## config.mk

```make
export PLATFORM = sky130hd
export DESIGN_NAME = vram_write_arbiter_flat
export DESIGN_NICKNAME = d
export VERILOG_FILES = /design/src/rtl/vram_write_arbiter_if.sv /design/src/rtl/vram_write_arbiter.sv /design/src/flat_wrapper.sv
export SDC_FILE = /design/constraint.sdc
export NUM_CORES = 1
export LEC_CHECK = 0
export ABC_CLOCK_PERIOD_IN_PS = 1700
export CELL_PAD_IN_SITES_DETAIL_PLACEMENT = 1
export CELL_PAD_IN_SITES_GLOBAL_PLACEMENT = 1
export CORE_AREA = 2 2 69 119
export DETAILED_ROUTE_END_ITERATION = 8
export DIE_AREA = 0 0 71 121
export DONT_BUFFER_PORTS = 1
export GPL_TIMING_DRIVEN = 0
export PLACE_DENSITY = 0.84
export SYNTH_ARGS = -nofsm -noshare
export SYNTH_HDL_FRONTEND = slang
export SYNTH_SLANG_ARGS = --single-unit
```

## constraint.sdc

```tcl
create_clock -name clk -period 1.7 [get_ports clk]
set_input_delay 0.34 -clock clk [delete_from_list [all_inputs] [get_ports clk]]
set_output_delay 0.34 -clock clk [all_outputs]
set_load 0.05 [all_outputs]
```

## src/rtl/vram_write_arbiter_if.sv

```systemverilog
// Bundle of the CPU store port, fill-engine control port and the registered
// video-RAM write port handled by vram_write_arbiter.
interface vram_write_arbiter_if #(
  parameter int ADDR_W = 13
);
  logic              cpu_valid;
  logic [ADDR_W-1:0] cpu_addr;
  logic [7:0]        cpu_data;
  logic              cpu_ready;

  logic              fill_start;
  logic [ADDR_W-1:0] fill_base;
  logic [ADDR_W-1:0] fill_len;
  logic [7:0]        fill_value;
  logic              fill_abort;
  logic              fill_busy;
  logic              fill_done;

  logic [ADDR_W-1:0] vmem_addr;
  logic [7:0]        vmem_data;
  logic              vmem_we;

  // Requester side: CPU window, fill launcher and the video-RAM consumer.
  modport master (
    output cpu_valid, cpu_addr, cpu_data,
    output fill_start, fill_base, fill_len, fill_value, fill_abort,
    input  cpu_ready, fill_busy, fill_done,
    input  vmem_addr, vmem_data, vmem_we
  );

  modport slave (
    input  cpu_valid, cpu_addr, cpu_data,
    input  fill_start, fill_base, fill_len, fill_value, fill_abort,
    output cpu_ready, fill_busy, fill_done,
    output vmem_addr, vmem_data, vmem_we
  );
endinterface

```

## src/rtl/vram_write_arbiter.sv

```systemverilog
// Shares the single video-RAM write port between CPU byte stores and a
// hardware fill engine; the CPU may win at most CPU_RUN_MAX cycles in a row.
module vram_write_arbiter #(
  parameter int ADDR_W      = 13,
  parameter int VRAM_SIZE   = 6144,
  parameter int CPU_RUN_MAX = 4
) (
  input  logic                 clk,
  input  logic                 rst,
  vram_write_arbiter_if.slave  bus
);

  localparam int                RUN_W     = $clog2(CPU_RUN_MAX + 1);
  localparam logic [ADDR_W-1:0] SIZE_A    = ADDR_W'(VRAM_SIZE);
  localparam logic [ADDR_W-1:0] LAST_ADDR = ADDR_W'(VRAM_SIZE - 1);
  localparam logic [RUN_W-1:0]  RUN_MAX_C = RUN_W'(CPU_RUN_MAX);

  typedef enum logic [1:0] {
    IDLE = 2'd0,
    FILL = 2'd1,
    DONE = 2'd2
  } state_t;

  state_t            state;
  state_t            state_next;

  logic [RUN_W-1:0]  run_count;
  logic [ADDR_W-1:0] fill_addr;
  logic [ADDR_W-1:0] fill_remaining;
  logic [7:0]        fill_value_q;

  logic [ADDR_W-1:0] vmem_addr_q;
  logic [7:0]        vmem_data_q;
  logic              vmem_we_q;

  logic              cpu_grant;
  logic              fill_grant;
  logic              cpu_ready_c;
  logic              run_below_max;
  logic [ADDR_W-1:0] fill_addr_next;
  logic [ADDR_W-1:0] base_folded;

  assign run_below_max  = (run_count < RUN_MAX_C);
  assign fill_addr_next = (fill_addr == LAST_ADDR) ? '0 : fill_addr + ADDR_W'(1);
  // An out-of-range base is folded back once; any 13-bit base minus 6144 is in range.
  assign base_folded    = (bus.fill_base >= SIZE_A) ? bus.fill_base - SIZE_A
                                                    : bus.fill_base;

  // ---------------------------------------------------------------------------
  // Next-state and grant decode
  // ---------------------------------------------------------------------------
  always_comb begin
    // NOTE: every output of this block gets a default first so no path leaves
    // a signal unassigned, which would otherwise infer a latch.
    state_next  = state;
    cpu_grant   = 1'b0;
    fill_grant  = 1'b0;
    cpu_ready_c = 1'b0;

    case (state)
      IDLE: begin
        cpu_ready_c = 1'b1;
        cpu_grant   = bus.cpu_valid;
        if (bus.fill_start) begin
          state_next = (bus.fill_len == '0) ? DONE : FILL;
        end
      end

      FILL: begin
        cpu_grant   = bus.cpu_valid && run_below_max;
        fill_grant  = !cpu_grant;
        cpu_ready_c = cpu_grant;
        if (bus.fill_abort || (fill_grant && fill_remaining == ADDR_W'(1))) begin
          state_next = DONE;
        end
      end

      DONE: begin
        cpu_ready_c = 1'b1;
        cpu_grant   = bus.cpu_valid;
        state_next  = IDLE;
      end

      default: state_next = IDLE;
    endcase
  end

  // ---------------------------------------------------------------------------
  // State register and fill context
  // ---------------------------------------------------------------------------
  always_ff @(posedge clk or negedge rst) begin
    // NOTE: sequential state is updated with non-blocking assignments so every
    // register samples the pre-edge values regardless of statement order.
    if (!rst) begin
      state          <= IDLE;
      run_count      <= '0;
      fill_addr      <= '0;
      fill_remaining <= '0;
      fill_value_q   <= '0;
    end else begin
      state <= state_next;

      if (state == FILL && cpu_grant) begin
        run_count <= run_count + RUN_W'(1);
      end else begin
        run_count <= '0;
      end

      if (state == IDLE && bus.fill_start) begin
        fill_addr      <= base_folded;
        fill_remaining <= bus.fill_len;
        fill_value_q   <= bus.fill_value;
      end else if (fill_grant) begin
        fill_addr      <= fill_addr_next;
        fill_remaining <= fill_remaining - ADDR_W'(1);
      end
    end
  end

  // ---------------------------------------------------------------------------
  // Registered video-RAM write port
  // ---------------------------------------------------------------------------
  always_ff @(posedge clk or negedge rst) begin
    // NOTE: address and data are reset too, not just the strobe, because the
    // VGA top-level sees these registers directly and expects zeros in reset.
    if (!rst) begin
      vmem_addr_q <= '0;
      vmem_data_q <= '0;
      vmem_we_q   <= 1'b0;
    end else if (cpu_grant) begin
      vmem_addr_q <= bus.cpu_addr;
      vmem_data_q <= bus.cpu_data;
      vmem_we_q   <= (bus.cpu_addr < SIZE_A);
    end else if (fill_grant) begin
      vmem_addr_q <= fill_addr;
      vmem_data_q <= fill_value_q;
      vmem_we_q   <= 1'b1;
    end else begin
      vmem_we_q   <= 1'b0;
    end
  end

  // cpu_ready is gated by reset so the whole port reads zero while rst is low.
  assign bus.cpu_ready = rst && cpu_ready_c;
  assign bus.fill_busy = (state == FILL);
  assign bus.fill_done = (state == DONE);
  assign bus.vmem_addr = vmem_addr_q;
  assign bus.vmem_data = vmem_data_q;
  assign bus.vmem_we   = vmem_we_q;

  // ---------------------------------------------------------------------------
  // Invariants
  // ---------------------------------------------------------------------------
  a_we_in_range: assert property (@(posedge clk) disable iff (!rst)
    bus.vmem_we |-> (bus.vmem_addr < SIZE_A));

  a_busy_done_excl: assert property (@(posedge clk) disable iff (!rst)
    !(bus.fill_busy && bus.fill_done));

  a_run_bound: assert property (@(posedge clk) disable iff (!rst)
    (state == FILL) |-> (run_count <= RUN_MAX_C));

endmodule

```

## src/flat_wrapper.sv

```systemverilog
// flat-port wrapper written by rule: the top's interface ports become plain ports
module vram_write_arbiter_flat 
#(
  parameter int ADDR_W      = 13,
  parameter int VRAM_SIZE   = 6144,
  parameter int CPU_RUN_MAX = 4
)
  (clk, rst, bus_cpu_valid, bus_cpu_addr, bus_cpu_data, bus_fill_start, bus_fill_base, bus_fill_len, bus_fill_value, bus_fill_abort, bus_cpu_ready, bus_fill_busy, bus_fill_done, bus_vmem_addr, bus_vmem_data, bus_vmem_we);
  vram_write_arbiter_if #(.ADDR_W(ADDR_W)) bus_i ();
  input  logic clk;
  input  logic rst;
  input wire logic [$bits(bus_i.cpu_valid)-1:0] bus_cpu_valid;
  input wire logic [$bits(bus_i.cpu_addr)-1:0] bus_cpu_addr;
  input wire logic [$bits(bus_i.cpu_data)-1:0] bus_cpu_data;
  input wire logic [$bits(bus_i.fill_start)-1:0] bus_fill_start;
  input wire logic [$bits(bus_i.fill_base)-1:0] bus_fill_base;
  input wire logic [$bits(bus_i.fill_len)-1:0] bus_fill_len;
  input wire logic [$bits(bus_i.fill_value)-1:0] bus_fill_value;
  input wire logic [$bits(bus_i.fill_abort)-1:0] bus_fill_abort;
  output wire logic [$bits(bus_i.cpu_ready)-1:0] bus_cpu_ready;
  output wire logic [$bits(bus_i.fill_busy)-1:0] bus_fill_busy;
  output wire logic [$bits(bus_i.fill_done)-1:0] bus_fill_done;
  output wire logic [$bits(bus_i.vmem_addr)-1:0] bus_vmem_addr;
  output wire logic [$bits(bus_i.vmem_data)-1:0] bus_vmem_data;
  output wire logic [$bits(bus_i.vmem_we)-1:0] bus_vmem_we;
  assign bus_i.cpu_valid = bus_cpu_valid;
  assign bus_i.cpu_addr = bus_cpu_addr;
  assign bus_i.cpu_data = bus_cpu_data;
  assign bus_i.fill_start = bus_fill_start;
  assign bus_i.fill_base = bus_fill_base;
  assign bus_i.fill_len = bus_fill_len;
  assign bus_i.fill_value = bus_fill_value;
  assign bus_i.fill_abort = bus_fill_abort;
  assign bus_cpu_ready = bus_i.cpu_ready;
  assign bus_fill_busy = bus_i.fill_busy;
  assign bus_fill_done = bus_i.fill_done;
  assign bus_vmem_addr = bus_i.vmem_addr;
  assign bus_vmem_data = bus_i.vmem_data;
  assign bus_vmem_we = bus_i.vmem_we;
  vram_write_arbiter #(.ADDR_W(ADDR_W), .VRAM_SIZE(VRAM_SIZE), .CPU_RUN_MAX(CPU_RUN_MAX)) u_core (.clk(clk), .rst(rst), .bus(bus_i));
endmodule
```

## Word-level counts from Yosys, hierarchy flattened

Cells that the tools add are included.

| word-level totals | value |
|---|---|
| flip-flop bits (word level) | 61 |
| output and inout port bits | 25 |
| logic and storage cells | 54 |

| cells by class | value |
|---|---|
| add/subtract/negate cells | 4 |
| $lt $le $gt $ge | 3 |
| equal/unequal tests | 6 |
| muxes and demuxes | 20 |
| reductions and logical operators | 13 |

Operator list:

| kind | count |
|---|---|
| 13-bit 2-to-1 mux | 8 |
| 8-bit 2-to-1 mux | 2 |
| 13-bit by 1-bit adder with 13-bit output, second input constant | 1 |
| 13-bit by 1-bit equality test with 1-bit output, second input constant | 1 |
| 13-bit equality test, second input constant | 1 |
| 13-bit greater-or-equal comparator, second input constant | 1 |
| 13-bit zero test | 1 |
| 13-bit < comparator, second input constant | 1 |
| 13-bit by 1-bit subtractor with 13-bit output, second input constant | 1 |
| 13-bit subtractor, second input constant | 1 |
| 2-bit 2-to-1 mux | 3 |
| 1-bit logical AND | 5 |
| 1-bit one-hot mux with 2 select lines | 2 |
| 2-bit one-hot mux with 2 select lines | 1 |
| 2-bit nonzero test | 2 |
| 3-bit by 1-bit adder with 3-bit output, second input constant | 1 |
| 3-bit < comparator, second input constant | 1 |
| 1-bit 2-to-1 mux | 3 |
| 3-bit 2-to-1 mux | 1 |
| 2-bit by 1-bit equality test with 1-bit output, second input constant | 1 |
| 2-bit equality test, second input constant | 1 |
| 2-bit zero test | 1 |
| 2-bit by 1-bit inequality test with 1-bit output, second input constant | 1 |
| 2-bit inequality test, second input constant | 1 |
| 4 further kinds | 4 |

## Depth between registers and ports, before layout

Gate-level depths: netlist of run 1.

| depth | value |
|---|---|
| depth after elaboration | 7 |
| mapped depth | 8 |
| mapped depth without buffers | 6 |

## Worst setup path before layout of run 1

No wires, ideal clock.

| timing path | value |
|---|---|
| path kind | register to register |
| start | register u_core.state[1] |
| end | register u_core.fill_remaining[6] |
| library setup time | 0.133 ns |
| arrival | 1.591 ns |
| data required time | 1.567 ns |
| path slack | -0.024 ns |
| stages on the path, launching flop included | 8 |
| buffers on the path | 2 |
| cells stage by stage | dfrtp_1 > nand2b_4 > buf_6 > clkinv_4 > buf_2 > nand3_1 > o311ai_0 > nand2_1 |

| between the ends | value |
|---|---|
| longest elaborated chain between the ends | 3 |
| elaborated cells on any way between the ends | 6 |

RTL lines:

| what | line | RTL |
|---|---|---|
| from (decl) | vram_write_arbiter.sv:24 | `state_t state;` |
| from (signal assigned) | vram_write_arbiter.sv:101 | `state <= state_next;` |
| 2-bit by 1-bit equality test with 1-bit output | - |  |
| via bus_fill_busy | flat_wrapper.sv:21 | `output wire logic [$bits(bus_i.fill_busy)-1:0] bus_fill_busy;` |
| 1-bit 2-to-1 mux | vram_write_arbiter.sv:60 | `case (state)` |
| 2-bit nonzero test (no source line) | - |  |
| to (signal assigned) | vram_write_arbiter.sv:111 | `fill_remaining <= bus.fill_len;` |
| to (signal assigned) | vram_write_arbiter.sv:115 | `fill_remaining <= fill_remaining - ADDR_W'(1);` |
| to (decl) | vram_write_arbiter.sv:29 | `logic [ADDR_W-1:0] fill_remaining;` |

The timed path passes the listed nets, and every way through them passes these cells.
A chain may end at the register's enable or synchronous reset.

## Worst setup path in the final report of run 1

| timing path | value |
|---|---|
| start | register u_core.fill_remaining[5] |
| end | register u_core.fill_remaining[9] |

| between the ends | value |
|---|---|
| longest elaborated chain between the ends | 3 |

RTL lines:

| what | line | RTL |
|---|---|---|
| 13-bit by 1-bit subtractor with 13-bit output | vram_write_arbiter.sv:115 |  |
| 13-bit 2-to-1 mux | vram_write_arbiter.sv:113 | `end else if (fill_grant) begin` |
| 13-bit 2-to-1 mux | vram_write_arbiter.sv:109 | `if (state == IDLE && bus.fill_start) begin` |

Every way passes these cells. The select of a mux whose other input is x is not followed.

==> results of run 1 <==
kinds of logic (layout without fill, tap and decap cells):
family | after synthesis | in the layout
xor+xnor | 5 | 5
buf+inv | 28 | 67
compound gates | 81 | 81
fa+ha+maj | 4 | 4
simple gates | 137 | 137
mux | 21 | 21
flops | 61 | 61
per-stage QoR:
| step | utilization [%] | total power (W) | hold WS, ns |
|---|---|---|---|
| detailed placement | 43.3 | 0.00647 | 0.0467 |
| CTS | 50.2 | 0.00901 | -0.300 |
| finish | 53.3 | 0.00954 | -0.296 |
| floorplan | - | 0.00563 | 0.0444 |
| global placement | 43.3 | 0.00628 | 0.0464 |
| global route | 53.3 | 0.00999 | -0.306 |
what timing repair did:
item                                    4_1_cts  5_1_grt
endpoints found under the setup margin       61       32
pin swaps                                     8       17
setup buffers                                 9       19
cloned                                        0        0
hold endpoints to repair                     61       61
resized for setup                            45       35
worst register-to-register path, delay by kind of cell (launching register included):
family           cells  cell delay, ns
flip-flops           1            0.45
AND/OR/NAND/NOR      2            0.84
AO/OA/AOI/OAI        2            0.38
cell usage in the layout, fill, tap and decap left out, types with 8 or more instances in the layout:
| master | instances |
|---|---|
| o21ai_0 | 9 |
| nand2_1 | 45 |
| a21oi_1 | 26 |
| nor2_1 | 33 |
| clkbuf_16 | 9 |
| buf_4 | 25 |
| nor3_1 | 8 |
| dfrtp_1 | 56 |
| nand3_1 | 9 |
| mux2i_1 | 21 |
cell type report:
type | count | area, µm² | area share, %
Buffer | 17 | 136 | 3.36
Clock buffer | 10 | 229 | 5.64
Clock inverter | 5 | 100 | 2.47
Inverter | 7 | 31.3 | 0.771
Multi-Input combinational cell | 248 | 1680 | 41.5
Sequential cell | 61 | 1530 | 37.8
Tap cell | 88 | 110 | 2.71
Timing Repair Buffer | 28 | 234 | 5.77
worst max-delay path by stage:
stage,start,end,cells after the start
after CTS,u_core.fill_remaining[0],u_core.fill_remaining[9],5
after detailed placement,u_core.fill_remaining[0],u_core.fill_remaining[6],6
after floorplan,u_core.run_count[2],bus_cpu_ready,4
final,u_core.fill_remaining[5],u_core.fill_remaining[9],4
after global placement,u_core.fill_remaining[0],u_core.fill_remaining[6],6
after global routing,u_core.fill_remaining[5],u_core.fill_remaining[9],4
power by group through the flow:
stage	combinational (W)	sequential (W)	clock [W]
final	0.00363	0.00385	0.00207
after floorplan	0.00211	0.00352	0
after detailed placement	0.00272	0.00375	0
after global placement	0.00258	0.00370	0
after CTS	0.00316	0.00378	0.00207
after global routing	0.00393	0.00391	0.00215
metal layers:
metal / GRT usage, % / vias to the layer above / wire length [µm]
met5: 0 / - / 0
met4: 11.3 / 0 / 399
met3: 7.31 / 32 / 771
met2: 44.5 / 131 / 6100
met1: 27.5 / 1494 / 3970
li1: - / 1296 / -
flip-flops by register name, summed over array words and instances, names as in the netlist:
name,count
u_core.bus.vmem_addr,13
u_core.bus.vmem_data,8
u_core.bus.vmem_we,1
u_core.fill_addr,13
u_core.fill_remaining,13
u_core.fill_value_q,8
u_core.run_count,3
u_core.state,2
==> impl_metrics.env, run 1 <==
export IMPL_fin_nets=436
export IMPL_post_route_period_util_pct=106
export IMPL_synth_top_cells_by_count="61 x dfrtp_1, 48 x nand2_1, 34 x nor2_1"
export IMPL_grt_ovfl_total=0
export IMPL_vdd_drop_max_v=0.000935
export IMPL_fin_skew_ns=0.00508
export IMPL_finalSetupViolations=9
export IMPL_route_detailed_drc=0
export IMPL_switching_share_pct=46.5
export IMPL_syn_nets=401
export IMPL_tightestPinTransition_ns=0.495
export IMPL_grt_pass1_vias=3128
export IMPL_post_place_ws_ns=-0.186
export IMPL_fmax_mhz=557
export IMPL_gp_congestion=0.870
export IMPL_grt_max_degree=63
export IMPL_clock_sinks=61
export IMPL_grt_pass1_wl_mm=16.5
export IMPL_p_leak_nw=1.77
export IMPL_cts_max_level=3
export IMPL_yosysWarnings=0
export IMPL_worst_r2r_endpoint="u_core.fill_remaining[9]"
export IMPL_synth_top_family_by_area="simple AND/OR/NAND/NOR gates"
export IMPL_wirelength_mm=11.2
export IMPL_cp_max_fo=5
export IMPL_dieArea_mm2=0.00859
export IMPL_arrival_ns=2.00
export IMPL_reg2reg_depth=4
export IMPL_synth_simple_area_share_pct=21.9
export IMPL_core_mm2=0.00762
export IMPL_ant_nets=0
export IMPL_yosys_most_used_dff="dfrtp_1"
export IMPL_netlist_area_leader_share_pct=48.0
export IMPL_crit_path_max_incr_delay_ns=0.59
export IMPL_path_class="reg -> reg"
export IMPL_portBuffers=0
export IMPL_first_iter_violations=162
export IMPL_drive_gt1_share_pct=27.1
export IMPL_comb_power_share_pct=38.0
export IMPL_synthAdderAreaFrac_pct=1.57
export IMPL_clockBufferDepth=2
export IMPL_ys_types=54
export IMPL_violations="negative hold slack, negative setup slack"
export IMPL_finalHoldViolations=61
export IMPL_netlist_instances=337
export IMPL_syn_area_mm2=0.00318
export IMPL_p_per_area_mw_per_mm2=2350
export IMPL_vias=2953
export IMPL_cts_tree="done"
export IMPL_cp_end_kind="register"
export IMPL_wl_per_cell_um=24.2
export IMPL_maxSlewViolCount=0
export IMPL_synth_compound_area_share_pct=16.4
export IMPL_clk_pin_slew_worst_paths_ns=0.05
export IMPL_worst_ep_required_time_ns=1.91
export IMPL_rrSetupSlack_ns=-0.09
export IMPL_synth_edff_count=0
export IMPL_yosysTopAreaCell="dfrtp_1"
export IMPL_drv_cap=0
export IMPL_dr_pass1_iters=4
export IMPL_synth_area_leaders="dfrtp_1 48%, mux2i_1 6.6%, nand2_1 5.7%"
export IMPL_final_setup_worst_slack_ns=-0.0941
export IMPL_synth_mux_area_share_pct=6.60
export IMPL_die_h_um=121
export IMPL_numCtsBuffers=9
export IMPL_yosysSeqAreaShare_pct=48.0
export IMPL_p_seq_share_pct=40.3
export IMPL_hold_ws_ns=-0.296
export IMPL_status="finished, violations left"
export IMPL_ys_ff_latch=61
export IMPL_start_kind="register"
export IMPL_relSlewSlack_pct=66.8
export IMPL_root_buffer="clkbuf_16"
export IMPL_dp_cells=425
export IMPL_viasPerCell=6.36
export IMPL_hp_class="in -> async"
export IMPL_clockPowerShare_pct=21.7
export IMPL_period_needed_ns=1.79
export IMPL_hpwl_mm=7.05
export IMPL_rsz0062_at_grt="true"
export IMPL_die_w_um=71
export IMPL_fin_area_mm2=0.00406
export IMPL_worstSkewPairLatency_ns=0.33
export IMPL_start_util_pct=41.8
export IMPL_syn_area_per_cell_um2=9.45
export IMPL_r2r_start="u_core.fill_remaining[5]"
export IMPL_path_cells="or4_4 > nor2_1 > a21oi_2 > a221o_1"
export IMPL_stdcell_count=464
export IMPL_synth_most_common_cell="dfrtp_1"
export IMPL_synth_xor_xnor_area_share_pct=1.38
export IMPL_critical_path_top_delay_family="simple AND/OR/NAND/NOR gates"
export IMPL_fillers=848
export IMPL_postPlaceCellArea_mm2=0.00330
export IMPL_internal_power_w=0.00511
export IMPL_num_rows=42
export IMPL_synthToLayoutAreaGrowth_pct=27.5
export IMPL_io_pins=85
export IMPL_slowest_stage="or4_4"
export IMPL_synth_async_reset_ratio_pct=100
export IMPL_cp_num_buf_inv=0
export IMPL_final_setup_tns_ns=-0.265
export IMPL_grt_use_total_pct=25.2
export IMPL_switchingPower_w=0.00444
export IMPL_antenna_found_initial=0
export IMPL_n_antenna_cell=0
Power figures use the tool's default switching activity.
==> run 2: changes to the inputs <==
--- a/config.mk
+++ b/config.mk
@@ -13,6 +13,7 @@
 export DIE_AREA = 0 0 71 121
 export DONT_BUFFER_PORTS = 1
 export GPL_TIMING_DRIVEN = 0
+export HOLD_SLACK_MARGIN = 0.03
 export PLACE_DENSITY = 0.84
 export SYNTH_ARGS = -nofsm -noshare
 export SYNTH_HDL_FRONTEND = slang
==> results of run 2 <==
The final DEF is identical to that of run 1; final timing and power are the same.
